`src/rtl/dest_sel_pipe.sv`:
```
// Destination-register select pipeline: picks the write-back address (link or decoded),
// carries it through DEPTH elastic stages and reports RAW hazards against in-flight writes.
module dest_sel_pipe #(
  parameter int                ADDR_W        = 5,
  parameter logic [ADDR_W-1:0] LINK_ADDR     = {ADDR_W{1'b1}},
  parameter int                DEPTH         = 2,
  parameter bit                ZERO_SUPPRESS = 1'b1
) (
  input  logic              clk,
  input  logic              rst_n,
  input  logic              in_valid,
  output logic              in_ready,
  input  logic [ADDR_W-1:0] in_addr,
  input  logic              link,
  input  logic              in_wr_en,
  input  logic              flush,
  output logic              out_valid,
  input  logic              out_ready,
  output logic [ADDR_W-1:0] out_addr,
  output logic              out_wr_en,
  input  logic [ADDR_W-1:0] query_addr,
  output logic              hazard,
  output logic [2:0]        occupancy
);

  // Handshake: a transfer happens on a rising edge where valid && ready are both high;
  // valid never depends on ready, and in_ready is low during reset and flush cycles.

  logic [DEPTH-1:0]  stg_v;
  logic [ADDR_W-1:0] stg_a [DEPTH];
  logic [DEPTH-1:0]  stg_w;

  logic [DEPTH-1:0]  load;
  logic [DEPTH-1:0]  src_v;
  logic [ADDR_W-1:0] src_a [DEPTH];
  logic [DEPTH-1:0]  src_w;
  logic              can_move;
  logic              accept;
  logic [ADDR_W-1:0] dest;
  logic              dest_wr;

  assign dest    = link ? LINK_ADDR : in_addr;
  assign dest_wr = (ZERO_SUPPRESS && (dest == '0)) ? 1'b0 : in_wr_en;

  // A stage can take new data if it is empty or everything between it and the
  // output either has a hole or drains through out_ready.
  always_comb begin
    load     = '0;
    can_move = out_ready;
    for (int i = DEPTH - 1; i >= 0; i--) begin
      load[i]  = !stg_v[i] || can_move;
      can_move = load[i];
    end
  end

  assign in_ready = rst_n && !flush && load[0];
  assign accept   = in_valid && in_ready;

  always_comb begin
    src_v    = '0;
    src_w    = '0;
    for (int i = 0; i < DEPTH; i++) src_a[i] = '0;
    src_v[0] = accept;
    src_a[0] = dest;
    src_w[0] = dest_wr;
    for (int i = 1; i < DEPTH; i++) begin
      src_v[i] = stg_v[i-1];
      src_a[i] = stg_a[i-1];
      src_w[i] = stg_w[i-1];
    end
  end

  always_ff @(posedge clk or negedge rst_n) begin
    if (!rst_n) begin
      stg_v <= '0;
      stg_w <= '0;
      for (int i = 0; i < DEPTH; i++) stg_a[i] <= '0;
    end else begin
      for (int i = 0; i < DEPTH; i++) begin
        if (flush)        stg_v[i] <= 1'b0;
        else if (load[i]) stg_v[i] <= src_v[i];
        // Payload only moves with a valid entry so a stalled output stays stable.
        if (load[i] && src_v[i]) begin
          stg_a[i] <= src_a[i];
          stg_w[i] <= src_w[i];
        end
      end
    end
  end

  always_comb begin
    hazard    = 1'b0;
    occupancy = '0;
    for (int i = 0; i < DEPTH; i++) begin
      occupancy = occupancy + 3'(stg_v[i]);
      if (stg_v[i] && stg_w[i] && (stg_a[i] == query_addr)) hazard = 1'b1;
    end
  end

  assign out_valid = stg_v[DEPTH-1];
  assign out_addr  = stg_a[DEPTH-1];
  assign out_wr_en = stg_v[DEPTH-1] && stg_w[DEPTH-1];

endmodule

```
`config.mk`:
```
export PLATFORM = sky130hd
export DESIGN_NAME = dest_sel_pipe
export DESIGN_NICKNAME = d
export VERILOG_FILES = /design/src/rtl/dest_sel_pipe.sv
export SDC_FILE = /design/constraint.sdc
export NUM_CORES = 1
export LEC_CHECK = 0
export BUFFER_PORTS_ARGS = -buffer_cell sky130_fd_sc_hd__clkbuf_2
export CAP_MARGIN = 20
export CORE_MARGIN = 2
export CORE_UTILIZATION = 46
export CTS_CLUSTER_DIAMETER = 80
export DETAILED_ROUTE_END_ITERATION = 6
export PLACE_DENSITY = 0.76
export REMOVE_ABC_BUFFERS = 1
export SYNTH_ARGS = -nofsm -noshare
export SYNTH_HDL_FRONTEND = slang
export SYNTH_SLANG_ARGS = --single-unit
```
`constraint.sdc`:
```
create_clock -name clk -period 1.47 [get_ports clk]
set_input_delay 0.147 -clock clk [delete_from_list [all_inputs] [get_ports clk]]
set_output_delay 0.147 -clock clk [all_outputs]
set_load 0.01 [all_outputs]
```
# [Word level (Yosys, flattened, before mapping)]
# Index checks and enable logic that the tools add are counted.
[totals] reg_bits=14 latch_bits=0 ram_bits=0 romBits=0 inputBits=17 out_inout_bits=12 word_cells=34 mem_count=0
[op_classes] addsub=1 multipliers=0 n_div=0 magnitude_cmp=0 eq_ne=2 shift=0 mux=8 n_bitwise=0 n_reduce_logical=17
[op_table] cell="$eq 5x5->1" n=2
[op_table] cell="$logic_and 1x1->1" n=9
[op_table] cell="$mux 1" n=7
[op_table] cell="$logic_not 5->1" n=1
[op_table] cell="$mux 5" n=1
[op_table] cell="$reduce_bool 2->1" n=2
[op_table] cell="$logic_not 1->1" n=3
[op_table] cell="$add 1x1->2" n=1
[op_table] cell="$logic_or 1x1->1" n=2

# [Longest topological paths before layout]
# Gate-level depths: netlist of run 1.
[depth] depth_word=7 mapped_depth=4 ltp_nobuf=3

# [Worst setup path after synthesis of run 1]
# Ideal clock, no wire load.
[synth_path] path_kind="register to register" startpoint="reg stg_v[1]" endpoint="reg stg_w[0]" setup_time_ps=125 t_arrival_ps=1180 required_ps=1345 path_slack_ps=165 path_stages_with_launch=5 n_path_buf=1 synth_period_minus_slack_ps=1305 cell_sequence="dfrtp_1 nand3b_1 and4b_1 buf_6 mux2_4"
[synth_via] elab_chain_len=6
[synth_rtl] item="start, declared" line="29" source="logic [DEPTH-1:0] stg_v;"
[synth_rtl] item="start signal, assigned by index" line="81" source="else if (load[i]) stg_v[i] <= src_v[i];"
[synth_rtl] item="$logic_not 1->1 (*)" line="51" source="load[i] = !stg_v[i] || can_move;"
[synth_rtl] item="$logic_or 1x1->1 (*) (2 in a row)" line="51"
[synth_rtl] item="$logic_and 1x1->1" line="56" source="assign in_ready = rst_n && !flush && load[0];"
[synth_rtl] item="$logic_and 1x1->1" line="57" source="assign accept = in_valid && in_ready;"
[synth_rtl] item="$logic_and 1x1->1 (*)" line="83" source="if (load[i] && src_v[i]) begin"
[synth_rtl] item="end signal, assigned by index" line="85" source="stg_w[i] <= src_w[i];"
[synth_rtl] item="end, declared" line="31" source="logic [DEPTH-1:0] stg_w;"
# Every way passes the cells marked *; elsewhere a longest branch is shown, timed or not.
# A chain may end at the register's enable or synchronous reset.

# [Final worst setup path of run 1]
[layout_path] startpoint="reg stg_a, in the netlist src_a[0]" endpoint="out hazard"
[layout_via] elab_chain_len=4
[layout_rtl] item="start, declared" line="30" source="logic [ADDR_W-1:0] stg_a [DEPTH];"
[layout_rtl] item="start signal, assigned by index" line="84" source="stg_a[i] <= src_a[i];"
[layout_rtl] item="$eq 5x5->1" line="96" source="if (stg_v[i] && stg_w[i] && (stg_a[i] == query_addr)) hazard = 1'b1;"
[layout_rtl] item="$logic_and 1x1->1" line="96"
[layout_rtl] item="$mux 1 (2 in a row)" line="96"
[layout_rtl] item="end, declared" line="22" source="output logic hazard,"
# Every way passes these cells.

==> flow_summary.ini, run 1 <==
[yosys]
synthArstFlopShare_pct = 100
synth_cell_types = 24
synth.ff_latch_count = 14
syn_avg_cell_area_um2 = 11.2
yosys-top-cells-area = dfrtp_1 (47%), xnor2_1 (12%), mux2_2 (9.0%)
yosys_warnings = 0
seq_area_frac_synth_pct = 46.7
synth_common_cells = dfrtp_1 (14), xnor2_1 (10), inv_1 (7)
yosysTopAreaCell = dfrtp_1
synth_top_flop_cell = dfrtp_1
synth_cells = 67
syn-cell-area_um2 = 751
synth.most_common_cell = dfrtp_1
synth_edf_count = 0
yosysTopAreaCellShare_pct = 46.7

[route]
via_per_inst = 4.96
wl_per_cell_um = 12.6
routed_wl_um = 1460
drtPass1Iterations = 4
ant_nets = 0
drtIter0Drc = 1
drc = 0
vias = 575

[clock_network]
cts_max_path_buffers = 2
cts_tree = done
htree_levels = 1
clk_latency_ns = 0.27
clk_pin_slew_ns = 0.08
cts.sinks = 14
cts-root-buf = clkbuf_4
cts_buffers = 3

[critical_path]
path_delay_family = flip-flops
critPathMaxStageDelay_ns = 0.42
r2r_start = stg_v[0]
cp-start-kind = register
critical_path_buf_inv_count = 1
cp.arrival_ns = 1.24
cp.depth = 4
path_cells = xnor2_1 > nand4_1 > o22ai_1 > buf_2
path_class = reg2out
endpoint_kind = output pin
slowest_stage = dfrtp_1
cp_max_fo = 3
reg2regPathDepth = 4
startpoint = src_a[0]
critPathRequiredTime_ns = 1.32

[floorplan]
rows = 14
die_area_um2 = 1970
start_util_pct = 49.3
die_height_um = 44.4
coreArea_um2 = 1520
die_x_um = 44.4
ios = 29

[placed_design]
postPlaceCellArea_um2 = 902
hpwlAfterDp_um = 1140
gp_congestion = 0.679
io_buffer_count = 27

[grt]
grt_pass1_vias = 571
grt_overflow_total = 0
grt_pass1_wl_um = 2420
grt_max_degree = 15
track_usage_pct = 17.3
antenna_found_initial = 0

[timing]
period_minus_slack_ns = 1.39
skew_ns = 0.00429
setup_viol = 0
fmax_mhz = 722
slew_violations = 0
worst_slew_pin_slew_ns = 0.643
rsz0062_at_grt = true
timing_hold_violations_final = 0
finalCritPeriodShare_pct = 94.2
relSlewSlack_pct = 57.0

[cells_and_area]
layout-drive-gt1-share_pct = 45.0
antenna_cells = 0
fin_area_um2 = 958
nets = 120
syn2layout_area_growth_pct = 27.7
post-route-util_pct = 62.9
n_fill_cell = 138

[worst_hold_path]
min_from = flush
hp-class = in2reg
holdPathStages = 2

[job]
maxCapViolCount = 0

[run_status]
status = finished clean

[power]
ir_drop_v = 0.000636
leakagePower_nw = 0.471
p_clk_share_pct = 20.8
p_int_w = 0.000721
switchingPower_w = 0.000305
swShare_pct = 29.7
pwr-share-seq_pct = 51.4
pwr-share-comb_pct = 27.8
cellPowerDensity_nw_per_um2 = 1070
-- layout by cell type, fill, tap and decap left out, drive strengths merged, types with 2 or more instances in the layout --
| cell type | netlist | final |
|---|---|---|
| xnor2 | 10 | 10 |
| inv | 7 | 7 |
| nor2 | 6 | 6 |
| mux2 | 7 | 7 |
| buf | 2 | 5 |
| nand4 | 2 | 2 |
| mux2i | 5 | 5 |
| dfrtp | 14 | 14 |
| clkbuf | 0 | 29 |
-- worst paths after layout --
path,end,slack (ns)
max in group asynchronous,stg_v[1],0.51
worst min-delay path,stg_v[1],0.06
worst max register to register,src_a[3],0.15
min in group asynchronous,src_a[0],0.55
worst min register to register,stg_w[1],0.53
worst max-delay path,hazard,0.08
-- per-stage QoR --
| stage | std cells | power, W | setup WS (ns) | setup TNS [ns] | hold slack (ns) |
|---|---|---|---|---|---|
| 2_1_floorplan | 65 | 0.000688 | 0.0762 | 0 | -0.149 |
| 4_1_cts | 114 | 0.00102 | 0.00446 | 0 | 0.0557 |
| 3_3_place_gp | 110 | 0.000794 | 0.182 | 0 | 0.125 |
| 6_report | 116 | 0.00103 | 0.0847 | 0 | 0.0584 |
| 5_1_grt | 116 | 0.00109 | -0.0231 | -0.0231 | 0.0554 |
| 3_5_place_dp | 110 | 0.000802 | 0.152 | 0 | 0.130 |
-- power by group through the flow --
stage	registers (W)	logic, W	clock network, W
detailed placement	0.000533	0.000270	0
CTS	0.000525	0.000273	0.000218
finish	0.000527	0.000285	0.000214
floorplan	0.000536	0.000152	0
global placement	0.000529	0.000266	0
global route	0.000536	0.000316	0.000237
-- sequential cells by signal (all words and copies together), names as in the netlist --
signal    count
out_addr      5
src_a         5
stg_v         2
stg_w         2
-- layout make-up --
class / instances / area [µm²] / share of cell area [%]
clock buffers: 3 / 22.5 / 2.35
well taps: 16 / 20.0 / 2.09
flip-flops and latches: 14 / 350 / 36.6
repair buffers: 32 / 175 / 18.3
inverters: 7 / 26.3 / 2.74
multi-input cells: 44 / 364 / 38.0
-- logic make-up (layout without fill, tap and decap cells) --
kind of cell	count (synthesis)	in the layout	share of synthesized area, %
DFF	14	14	46.7
other	1	1	0.500
and+or+nand+nor	15	15	11.2
AOI/OAI and AO/OA	5	5	4.67
buffers and inverters	9	42	6.00
xor gates and xnor gates	10	10	11.7
muxes	12	12	17.7
adders and majority gates	1	1	1.67
-- metal layers --
layer	global-route usage [%]	share of wire, %
met1	21.8	43
met4	10.9	1.4
met2	28.5	52
met3	1.22	3.8
met5	0	0
-- timing repair --
action | 4_1_cts | 5_1_grt
endpoints found under the setup margin | 0 | 2
resized for setup | 0 | 3
endpoints found under the hold margin | 14 | 0
hold buffers | 1 | 0
setup buffers | 0 | 2
(Power assumes the default switching activity.)
==> run 2: changes to the inputs <==
Settings changed: ABC_AREA set to 1, CORE_UTILIZATION 46 to 48, CTS_CLUSTER_DIAMETER 80 to 200, PLACE_DENSITY 0.76 to 0.77.
==> flow_summary.ini, run 2 <==
[yosys]
synth_common_cells = nand2_1 (44), inv_1 (20), nor2_1 (15)
synth_cell_types = 17
yosys-top-cells-area = dfrtp_1 (40%), nand2_1 (19%), inv_1 (8.7%)
synth_cells = 122
synth.most_common_cell = nand2_1
yosys_warnings = 0
synth_top_flop_cell = dfrtp_1
synth_edf_count = 0
yosysTopAreaCell = dfrtp_1
syn_avg_cell_area_um2 = 7.11
synthArstFlopShare_pct = 100
seq_area_frac_synth_pct = 40.4
synth.ff_latch_count = 14
syn-cell-area_um2 = 867
yosysTopAreaCellShare_pct = 40.4

[route]
wl_per_cell_um = 9.32
drc = 0
ant_nets = 0
drtPass1Iterations = 4
via_per_inst = 4.39
routed_wl_um = 1670
wl_met1_um = 783
wl_met3_um = 56
routed-wl-met2_um = 811
top_layer_used = met4
drtIter0Drc = 22
vias = 785

[floorplan]
die_x_um = 46.5
coreArea_um2 = 1710
die_area_um2 = 2160
rows = 15
start_util_pct = 50.8
die_height_um = 46.5
ios = 29

[cells_and_area]
n_fill_cell = 155
final_common_cell = nand2_1
nets = 173
ff_latch_area_um2 = 352
layout-drive-gt1-share_pct = 32.5
antenna_cells = 0
syn2layout_area_growth_pct = 23.8
final_cell_mix = nand2_1 (44), clkbuf_2 (26), inv_1 (19), nor2_1 (14), dfrtp_1 (13)
multi_input_area_um2 = 412

[grt]
track_usage_pct = 17.7
grt_overflow_total = 0
grt_pass1_vias = 676
grt_pass1_wl_um = 2700
grt_max_degree = 15
antenna_found_initial = 0

[clock_network]
cts.sinks = 14
htree_levels = 1
cts-root-buf = clkbuf_4
clk_pin_slew_ns = 0.09
clk_latency_ns = 0.27
cts_tree = done
cts_buffers = 3
cts_max_path_buffers = 2

[critical_path]
cp-start-kind = register
startpoint = src_a[4]
path_class = reg2out
endpoint_kind = output pin
critPathRequiredTime_ns = 1.32
cp.arrival_ns = 1.21
cp_max_fo = 3
r2r_start = stg_v[1]

[timing]
fmax_mhz = 738
timing_hold_violations_final = 0
tns_ns = 0
timing.final.ws_setup_ns = 0.114
period_minus_slack_ns = 1.36
rsz0062_at_grt = false
skew_ns = 0.00232
setup_viol = 0
slew_violations = 0
finalCritPeriodShare_pct = 92.2

[job]
maxCapViolCount = 0

[placed_design]
gp_congestion = 0.807
io_buffer_count = 27
hpwlAfterDp_um = 1310
post-place-ws_ns = 0.383

[worst_hold_path]
min_from = flush
hp-class = in2reg

[run_status]
status = finished clean

[power]
leakagePower_nw = 0.640
ir_drop_v = 0.000742
cellPowerDensity_nw_per_um2 = 1030
-- run 2: changes by cell type after synthesis, sizes merged, moves of 7 or more --
cell,previous run,this run
inv,7,20
mux2,7,0
nand2,1,48
nor2,6,16
o21ai,1,12
xnor2,10,0
-- run 2: area by class of cell --
class | count | share of cell area [%]
tap | 25 | 2.91
inverter | 20 | 6.99
timing repair buffer | 31 | 15.6
multi-input combinational | 85 | 38.3
clock buffer | 4 | 3.38
sequential | 14 | 32.8
-- run 2: kinds of logic (layout without fill, tap and decap cells) --
logic type	Yosys count	after routing	share of synthesized area, %
and+or+nand+nor	70	70	35.2
adders and majority gates	1	1	1.44
buffers and inverters	23	55	12.4
AOI/OAI and AO/OA	13	13	10.1
other	1	1	0.432
DFF	14	14	40.4
-- run 2: worst paths after layout --
kind / endpoint / slack (ns) / cells after the start
max: hazard / 0.11 / 7
min: stg_v[1] / 0.08 / 2
max reg2reg: out_addr[4] / 0.30 / 5
min reg2reg: stg_w[1] / 0.50 / 2
max in group asynchronous: stg_v[0] / 0.94 / 3
min in group asynchronous: stg_w[1] / 0.35 / 3
-- run 2: power breakdown --
group / leakage, nW / switching [W] / total [W] / internal [W]
clock network: 0.0210 / 0.000128 / 0.000278 / 0.000150
registers: 0.174 / 0.0000666 / 0.000522 / 0.000456
logic: 0.445 / 0.000173 / 0.000308 / 0.000135
total: 0.640 / 0.000367 / 0.00111 / 0.000741
-- run 2: repair_timing --
action,4_1_cts,5_1_grt
gates resized for setup,0,4
endpoints found under the hold margin,14,0
buffers inserted,0,2
endpoints found under the setup margin,0,1
hold buffers,1,0
-- run 2: critical path, cell delays in order, from the launching register on --
cell	delay, ns
dfrtp_1	0.41
inv_2	0.05
nand2_1	0.07
nand2_1	0.05
nor2_1	0.09
nand3_1	0.08
nand2_1	0.07
buf_2	0.12
-- run 2: through the flow --
step                hold slack, ns  instance area (µm²)  utilization, %  std cells  power [W]
finish                      0.0752                 1070            62.9        179    0.00111
global route                0.0681                 1070            62.9        179    0.00119
CTS                         0.0738                 1050            61.8        177    0.00110
detailed placement           0.115                 1010            59.0        172   0.000823
global placement             0.108                 1010            59.0        172   0.000813
floorplan                   -0.149                  835               -        119   0.000708
-- run 2: per-layer routing --
metal / GRT usage (%) / vias to the layer above
met5: 0 / -
li1: - / 430
met1: 21.4 / 337
met3: 3.53 / 2
met2: 31.4 / 16
met4: 5.14 / 0
==> run 3: changes to the inputs <==
Settings changed: GPL_ROUTABILITY_DRIVEN set to 0, RECOVER_POWER set to 100.
==> flow_summary.ini, run 3 (synthesized netlist as in run 2, its figures left out) <==
[run_status]
status = finished clean

[placed_design]
hpwlAfterDp_um = 1310
post-place-ws_ns = 0.383
io_buffer_count = 27

[job]
maxCapViolCount = 0

[critical_path]
rrSetupSlack_ns = 0.24
endpoint_kind = output pin
cp.arrival_ns = 1.22
r2r-end = src_a[4]
cp_max_fo = 4
cp-start-kind = register
path_cells = clkbuf_1 > ha_1 > clkbuf_2
path_class = reg2out
critPathMaxStageDelay_ns = 0.39
reg2regPathDepth = 5
slowest_stage = dfrtp_1
r2r_start = stg_v[1]
critPathRequiredTime_ns = 1.32

[grt]
use_met3_pct = 3.53
grt_pass1_wl_um = 2700
met1_usage_pct = 21.4
grt_max_degree = 15
grt_overflow_total = 0
grtUsageMet2_pct = 31.4
grt_pass1_vias = 676
antenna_found_initial = 0
track_usage_pct = 17.7
grt-busiest-layer = met2

[route]
routed_wl_um = 1670
drtPass1Iterations = 4
ant_nets = 0
drtIter0Drc = 18
vias = 784
via_per_inst = 4.38
drc = 0
wl_per_cell_um = 9.33

[timing]
worst_slew_pin_slew_ns = 0.771
skew_ns = 0.00121
slew_violations = 0
timing.final.ws_setup_ns = 0.106
timing_hold_violations_final = 0
setup_viol = 0
fmax_mhz = 733
hold_slack_ns = 0.0443
tns_ns = 0
rsz0062_at_grt = false
relSlewSlack_pct = 48.6
finalCritPeriodShare_pct = 92.8
period_minus_slack_ns = 1.36

[floorplan]
ios = 29
start_util_pct = 50.8
rows = 15
coreArea_um2 = 1710
die_height_um = 46.5
die_x_um = 46.5
die_area_um2 = 2160

[clock_network]
cts_buffers = 3
cts_max_path_buffers = 2
clk_pin_slew_ns = 0.09
htree_levels = 1
cts-root-buf = clkbuf_4
clk_latency_ns = 0.27
cts.sinks = 14
cts_tree = done

[power]
leakagePower_nw = 0.600
cellPowerDensity_nw_per_um2 = 1050
ir_drop_v = 0.000742

[cells_and_area]
antenna_cells = 0
syn2layout_area_growth_pct = 18.3
final_common_cell = nand2_1
nets = 173
final_cell_mix = nand2_1 (48), inv_1 (19), clkbuf_2 (17), nor2_1 (15), dfrtp_1 (13)
layout-drive-gt1-share_pct = 21.4

[worst_hold_path]
min_from = flush
hold_path_end = stg_v[1]
hp-class = in2reg
holdPathStages = 2
-- run 3: cell types whose count changed in the layout (fill, tap and decap cells not counted), sizes merged --
cell    previous run  this run
clkbuf            30        32
buf                4         2
-- run 3: per-stage QoR --
step	util (%)	cells	power [W]	instance area, µm²
after CTS	61.8	177	0.00110	1050
after global placement	59.0	172	0.000813	1010
after floorplan	-	119	0.000708	835
final	60.1	179	0.00108	1030
after detailed placement	59.0	172	0.000823	1010
after global routing	60.1	179	0.00117	1030
-- run 3: timing repair --
item                       CTS  global route
setup endpoints to repair    0             1
hold buffers                 1             0
gates resized for setup      0             4
hold endpoints to repair    14             0
buffers inserted             0             2
-- run 3: worst max path at each step --
stage / startpoint / end / slack (ns) / depth (start not counted)
detailed placement: stg_v[1] / out_addr[4] / 0.38 / 4
floorplan: stg_v[1] / hazard / 0.42 / 6
global route: out_addr[4] / hazard / 0.007 / 7
CTS: stg_v[1] / hazard / 0.09 / 7
finish: stg_v[1] / occupancy[0] / 0.11 / 3
global placement: stg_v[1] / out_addr[2] / 0.41 / 4
-- run 3: layer usage --
layer  routed length, µm  vias to the layer above
met3                  60                        2
met2                 809                       16
met4                  18                        0
met1                 781                      336
li1                    -                      430
met5                   0                        -
-- run 3: worst max-delay path, delay by kind of cell, from the launching register on --
family / cells / cell delay (ns)
adders and majority gates: 1 / 0.29
DFF: 1 / 0.39
buffers and inverters: 2 / 0.27
-- run 3: cell type report --
type                       count  area [µm²]
clock buffer                   4        36.3
fill                         173         682
inverter                      20        75.1
multi-input combinational     85         383
sequential                    14         352
tap                           25        31.3
timing repair buffer          31         149
-- run 3: report_power, final --
group	total, W	switching (W)	internal (W)
Clock	0.000277	0.000126	0.000150
Combinational	0.000284	0.000167	0.000117
Sequential	0.000520	0.0000639	0.000456
